**src/rtl/stopwatch_ctrl.sv**
```systemverilog
// -----------------------------------------------------------------------------
// stopwatch_ctrl
//   Control FSM and minutes/seconds counters for the stopwatch. It sequences
//   the run, pause and adjust modes from debounced buttons/switches and tick
//   enables that come from the clock divider. Every output is registered.
//
// Optional build feature (macro STOPWATCH_CTRL_ADJ_CARRY_EN):
//   When defined, the seconds field wrapping during seconds-adjust carries
//   into the minutes field. The minutes field then wraps on its own, and
//   rollover is never raised in adjust mode.
//   When undefined, each field wraps independently while adjusting.
//
// Ports:
//   clk         in   system clock, all logic on posedge
//   rst         in   synchronous active-high reset
//   pause_btn   in   single-cycle pulse, toggles the paused flag
//   adj         in   level, 1 = adjust mode
//   sel         in   level, adjust target (0 = seconds, 1 = minutes)
//   count_tick  in   1 Hz single-cycle enable (counting in RUN)
//   adj_tick    in   2 Hz single-cycle enable (increment in ADJ)
//   blink_tick  in   single-cycle enable that toggles the blank phase in ADJ
//   minutes     out  6-bit binary minutes, 0..MAX_MIN
//   seconds     out  6-bit binary seconds, 0..MAX_SEC
//   running     out  1 only while in RUN
//   blank_min   out  blank the minutes digits
//   blank_sec   out  blank the seconds digits
//   rollover    out  one-cycle pulse on MAX_MIN:MAX_SEC -> 00:00 in RUN
// -----------------------------------------------------------------------------
module stopwatch_ctrl #(
    parameter int MAX_MIN = 59,
    parameter int MAX_SEC = 59
) (
    input  logic       clk,
    input  logic       rst,
    input  logic       pause_btn,
    input  logic       adj,
    input  logic       sel,
    input  logic       count_tick,
    input  logic       adj_tick,
    input  logic       blink_tick,
    output logic [5:0] minutes,
    output logic [5:0] seconds,
    output logic       running,
    output logic       blank_min,
    output logic       blank_sec,
    output logic       rollover
);

    typedef enum logic [1:0] {
        ST_RUN   = 2'd0,
        ST_PAUSE = 2'd1,
        ST_ADJ   = 2'd2
    } state_e;

    localparam logic [5:0] MAX_MIN_V = 6'(MAX_MIN);
    localparam logic [5:0] MAX_SEC_V = 6'(MAX_SEC);

    // Wrapping increment for one field. The >= form also recovers a field
    // that holds an out-of-range value.
    function automatic logic [5:0] wrap_inc(input logic [5:0] v, input logic [5:0] max_v);
        logic [5:0] r;
        if (v >= max_v) begin
            r = 6'd0;
        end else begin
            r = v + 6'd1;
        end
        return r;
    endfunction

    state_e     state_q, state_d;
    logic       paused_q, paused_d;
    logic       phase_q, phase_d;
    logic [5:0] min_q, min_d;
    logic [5:0] sec_q, sec_d;
    logic       running_q, running_d;
    logic       blank_min_q, blank_min_d;
    logic       blank_sec_q, blank_sec_d;
    logic       rollover_q, rollover_d;

    // Next-state, counter and output computation.
    always_comb begin
        state_d     = state_q;
        paused_d    = paused_q ^ pause_btn;
        phase_d     = 1'b0;
        min_d       = min_q;
        sec_d       = sec_q;
        rollover_d  = 1'b0;
        running_d   = 1'b0;
        blank_min_d = 1'b0;
        blank_sec_d = 1'b0;

        // The toggled paused flag steers the state entered at this edge.
        if (adj) begin
            state_d = ST_ADJ;
        end else if (paused_d) begin
            state_d = ST_PAUSE;
        end else begin
            state_d = ST_RUN;
        end

        // The current state decides what this cycle's ticks do.
        case (state_q)
            ST_RUN: begin
                if (count_tick) begin
                    if (sec_q >= MAX_SEC_V) begin
                        sec_d = 6'd0;
                        if (min_q >= MAX_MIN_V) begin
                            min_d      = 6'd0;
                            rollover_d = 1'b1;
                        end else begin
                            min_d = min_q + 6'd1;
                        end
                    end else begin
                        sec_d = sec_q + 6'd1;
                    end
                end else begin
                    sec_d = sec_q;
                end
            end
            ST_PAUSE: begin
                min_d = min_q;
                sec_d = sec_q;
            end
            ST_ADJ: begin
                phase_d = phase_q ^ blink_tick;
                if (adj_tick) begin
                    if (sel) begin
                        min_d = wrap_inc(min_q, MAX_MIN_V);
                    end else begin
                        sec_d = wrap_inc(sec_q, MAX_SEC_V);
`ifdef STOPWATCH_CTRL_ADJ_CARRY_EN
                        if (sec_q >= MAX_SEC_V) begin
                            min_d = wrap_inc(min_q, MAX_MIN_V);
                        end else begin
                            min_d = min_q;
                        end
`else
                        min_d = min_q;
`endif
                    end
                end else begin
                    sec_d = sec_q;
                end
            end
            default: begin
                min_d = min_q;
                sec_d = sec_q;
            end
        endcase

        // The blink phase only survives while staying in ADJ.
        if (state_d != ST_ADJ) begin
            phase_d = 1'b0;
        end else begin
            phase_d = phase_d;
        end

        running_d   = (state_d == ST_RUN);
        blank_min_d = phase_d & sel;
        blank_sec_d = phase_d & ~sel;
    end

    // State and output registers with synchronous reset.
    always_ff @(posedge clk) begin
        if (rst) begin
            state_q     <= ST_RUN;
            paused_q    <= 1'b0;
            phase_q     <= 1'b0;
            min_q       <= 6'd0;
            sec_q       <= 6'd0;
            running_q   <= 1'b1;
            blank_min_q <= 1'b0;
            blank_sec_q <= 1'b0;
            rollover_q  <= 1'b0;
        end else begin
            state_q     <= state_d;
            paused_q    <= paused_d;
            phase_q     <= phase_d;
            min_q       <= min_d;
            sec_q       <= sec_d;
            running_q   <= running_d;
            blank_min_q <= blank_min_d;
            blank_sec_q <= blank_sec_d;
            rollover_q  <= rollover_d;
        end
    end

    assign minutes   = min_q;
    assign seconds   = sec_q;
    assign running   = running_q;
    assign blank_min = blank_min_q;
    assign blank_sec = blank_sec_q;
    assign rollover  = rollover_q;

endmodule

```
**config.mk**
```make
export PLATFORM = sky130hd
export DESIGN_NAME = stopwatch_ctrl
export DESIGN_NICKNAME = d
export VERILOG_FILES = /design/src/rtl/stopwatch_ctrl.sv
export SDC_FILE = /design/constraint.sdc
export NUM_CORES = 1
export LEC_CHECK = 0
export CAP_MARGIN = 15
export CORE_MARGIN = 2
export CORE_UTILIZATION = 53
export CTS_BUF_LIST = sky130_fd_sc_hd__clkbuf_8
export DETAILED_ROUTE_END_ITERATION = 6
export HOLD_SLACK_MARGIN = 0.02
export PLACE_DENSITY_LB_ADDON = 0.05
export SLEW_MARGIN = 10
export SYNTH_ARGS = -nofsm -noshare
export SYNTH_HDL_FRONTEND = slang
export SYNTH_SLANG_ARGS = --single-unit
```
**constraint.sdc**
```tcl
create_clock -name clk -period 2.81 [get_ports clk]
set_input_delay 0.4215 -clock clk [delete_from_list [all_inputs] [get_ports clk]]
set_output_delay 0.4215 -clock clk [all_outputs]
set_load 0.1 [all_outputs]
```
## After elaboration in Yosys (flattened, before gate mapping)

Index checks and enable logic that the tools add are counted.

- Logic and storage cells: 50
- Flip-flop bits (word level): 20
- Output and inout bits: 16

- $add $sub $neg: 2
- Order comparisons: 2
- Bitwise logic cells: 8
- Eq/ne operators: 7
- Reduce and logical (&&, ||, !) cells: 6
- Muxes and demuxes: 16

Operators by type and width:

| operator | number |
|---|---|
| 2-to-1 mux 6 bit | 9 |
| one-hot mux 6 bit (2 select lines) | 2 |
| adder 6 x 1 -> 6 bit (second input constant) | 2 |
| greater-or-equal comparator 6 bit (second input constant) | 2 |
| inequality test 2 bit (second input constant) | 6 |
| AND reduction 5 bit | 1 |
| logical NOT 2 bit | 2 |
| 2-to-1 mux 1 bit | 4 |
| NOT 1 bit | 4 |
| AND reduction 4 bit | 1 |
| OR reduction 4 bit | 1 |
| AND 1 bit | 2 |
| == test 2 bit (second input constant) | 1 |
| 2-to-1 mux 2 bit | 1 |
| nonzero test 2 bit | 1 |
| XOR 1 bit | 2 |

## Longest topological paths before layout

- Depth in word-level cells: 6
- Gate-level depth with buffers: 5
- Gate-level depth less buffers: 5

## Least setup slack after synthesis

No wires, ideal clock.

- Kind: reg-to-reg
- Start: register sec_q[0] (netlist: seconds[0])
- End: register min_q[0] (netlist: minutes[0])
- Setup slack: 0.400 ns
- Cell stages (with the launch flop): 6
- Arrival: 2.342 ns
- Clock period less this slack: 2.410 ns
- Buffers on the path: 0
- Library setup time: 0.067 ns
- Path through: dfxtp_1 -> ha_1 -> o211ai_2 -> o32a_4 -> or3_1 -> a21oi_2

- Cells in the longest elaborated chain, start to end: 3

RTL lines:

| element | line | RTL |
|---|---|---|
| start: declaration | 74 | `logic [5:0] sec_q, sec_d;` |
| start signal: assignment | 170 | `sec_q <= 6'd0;` |
| start signal: assignment | 180 | `sec_q <= sec_d;` |
| greater-or-equal comparator 6 bit | 105 | `if (sec_q >= MAX_SEC_V) begin` |
| inequality test 2 bit (no line) | -- |  |
| AND reduction 5 bit (no line) | -- |  |
| end signal: assignment | 179 | `min_q <= min_d;` |
| end: declaration | 73 | `logic [5:0] min_q, min_d;` |

Every way passes these cells.
A chain may end at the register's enable or synchronous reset.

## Final worst setup path

- Start: input port sel
- End: register sec_q[5] (netlist: seconds[5])

- Cells in the longest elaborated chain, start to end: 2

RTL lines:

| element | line | RTL |
|---|---|---|
| start: declaration | 37 | `input logic sel,` |
| inequality test 2 bit (no line) | -- |  |
| AND reduction 4 bit (no line) | -- |  |

Every way passes these cells.

==> results_dict.tcl <==
set metrics [dict create \
    period_needed_ns 1.809 \
    route.vias.total 760 \
    rrSetupSlack_ns 1.05 \
    antenna_found_initial 0 \
    numPortBuffers 23 \
    p_per_area_nw_per_um2 532.4 \
    tightest_slew_ns 0.4805 \
    ys.flop_type "dfxtp_1" \
    path_max_fanout 5 \
    rows 14 \
    grt_overflow 0 \
    timing.rr.start "seconds[0]" \
    start_util_pct 58.43 \
    ff_latch_area_um2 400.4 \
    hp-class "flip-flop to flip-flop" \
    track_usage_pct 21.75 \
    cts_tree "done" \
    grt_max_degree 14 \
    critPathLaunchType "input pin" \
    drc 0 \
    dpl.hpwl_um 1348 \
    endpoint_kind "flip-flop" \
    r2r_end "minutes[0]" \
    ant_nets 0 \
    slew_viol_final 0 \
    fmax_ghz 0.5527 \
    yosysUniqueCellTypes 35 \
    wl_um 1894 \
    reg2reg_depth 5 \
    die-area_um2 2066 \
    multi_input_area_um2 495.5 \
    ir_drop_v 0.0004662 \
    post_cts_resized 0 \
    status "finished clean" \
    worst_slack_ns 1.001 \
    p_leak_nw 0.4569 \
    whs_endpoint "minutes[1]" \
    yosys_warnings 0 \
    final_cell_mix "20 x dfxtp_1, 16 x buf_4, 11 x nor2_1" \
    min_path_cells 2 \
    max-cap-violations 0 \
    htreeDepth 1 \
    die_y_um 45.46 \
    cp_cell_sequence "clkdlybuf4s50_1 > nand3b_1 > a21oi_1 > a21o_1 > nor2_1" \
    hold_buffers 0 \
    post-route-util_pct 74.48 \
    drtIter0Drc 12 \
    post_cts_buffers 0 \
    cts_max_path_buffers 2 \
    crit_path_max_incr_delay_ns 0.46 \
    skew_ns 0.004485 \
    synthTopCellsByArea "dfxtp_1 44%, nor2_1 4.5%, xnor2_1 3.8%, nand2b_4 3.0%, o32ai_4 3.0%" \
    fillers 124 \
    worstHoldStart "minutes[1]" \
    syn_inst 90 \
    cts_root_buffer "clkbuf_8" \
    core_um2 1559 \
    ioPinCount 24 \
    setup_violations 0 \
    slew_headroom_pct 67.87 \
    async_flop_share_pct 0 \
    synth_top_area_share_pct 43.96 \
    vias_per_cell 5.802 \
    nets 126 \
    hold_viol_final 0 \
    rsz0062_at_grt "false" \
    required_ns 2.96 \
    tns_ns 0 \
    dr.pass1.iters 6 \
    path_class "input pin to flip-flop" \
    wire_per_inst_um 14.46 \
    die_w_um 45.46 \
    diodes 0 \
    synth_seq_cells 20 \
    final_common_cell "dfxtp_1" \
    grt_pass1_vias 723 \
    arrival_ns 1.96 \
    post-place-ws_ns 0.7994 \
    syn_to_final_growth_pct 27.47 \
    grt_pass1_wl_um 3208 \
    cts_made_buffers 3 \
    fin_hold_ws_ns 0.5044 \
    path_clk_slew_ns 0.07 \
    slowest_stage "clkdlybuf4s50_1" \
    yosysTopAreaCell "dfxtp_1" \
    synth_area_per_cell_um2 10.12 \
    ys_seq_area_share_pct 43.96 \
    syn_area_um2 910.9 \
    layout-drive-gt1-share_pct 24.35 \
    synth.net_count 100 \
    synth_edf_count 0 \
    cts.sinks 20 \
    place.gp.congestion 0.8308 \
    insertion_delay_ns 0.26 \
    post-route-period-util_pct 64.39 \
]
## critical path: cells and delay by family
kind | cells | cell delay, ns
compound gates | 2 | 0.73
buf+inv | 1 | 0.46
simple gates | 2 | 0.34
## sequential cells by signal, summed over array words and instances, names as in the netlist
| name | flops |
|---|---|
| blank_min | 1 |
| blank_sec | 1 |
| minutes | 6 |
| paused_q | 1 |
| phase_q | 1 |
| rollover | 1 |
| running | 1 |
| seconds | 6 |
| state_q | 2 |
## cells in the mapped netlist, drive strengths merged (2+ instances only)
library cell  count
a21o              2
dfxtp            20
xnor2             4
nor2             11
ha                2
nand3b            3
nand2             3
nor2b             3
a31oi             2
and3              2
o21ai             4
a211oi            3
buf               2
a21oi             6
nand3             5
nand2b            2
## metal layers
metal  share of wire [%]  wire, um  GRT usage, %
met2                  47       896         33.52
met5                   0         0             0
met3                 3.2        61         3.968
met4                0.53        10         8.824
met1                  49       926         29.85
## report_power, final
group,internal [mW],switching [mW],leakage [nW],total [mW]
combinational,0.0319,0.0667,0.266,0.0986
sequential,0.293,0.00919,0.163,0.302
clock,0.125,0.0930,0.0288,0.218
total,0.449,0.169,0.457,0.618
## final cells by class
| type | count | area share [%] |
|---|---|---|
| Multi-Input combinational cell | 68 | 42.67 |
| Sequential cell | 20 | 34.48 |
| Timing Repair Buffer | 23 | 16.38 |
| Clock buffer | 4 | 4.741 |
| Tap cell | 16 | 1.724 |
## how the worst max path moves through the flow
stage / start / to / slack [ns] / cells past startpoint
after global placement: count_tick / minutes[0] / 0.82 / 5
after floorplan: seconds[0] / minutes[0] / 0.40 / 5
final: sel / seconds[5] / 1.00 / 5
after global routing: sel / seconds[0] / 0.93 / 5
after CTS: sel / seconds[5] / 1.02 / 5
after detailed placement: sel / seconds[3] / 0.80 / 5
## through the flow
step	area (um2)	cells	power [mW]
floorplan	910.9	90	0.3817
global placement	1106	127	0.4049
detailed placement	1106	127	0.4067
CTS	1161	131	0.6207
global route	1161	131	0.6423
finish	1161	131	0.6182
## cell families after synthesis
group           count (synthesis)  share of synthesized area, %
simple gates                   36                         23.08
compound gates                 24                         22.67
flops                          20                         43.96
xor+xnor                        5                         4.807
buf+inv                         2                         1.648
fa+ha+maj                       2                         2.747
mux                             1                         1.099
Power figures use the tool's default switching activity.
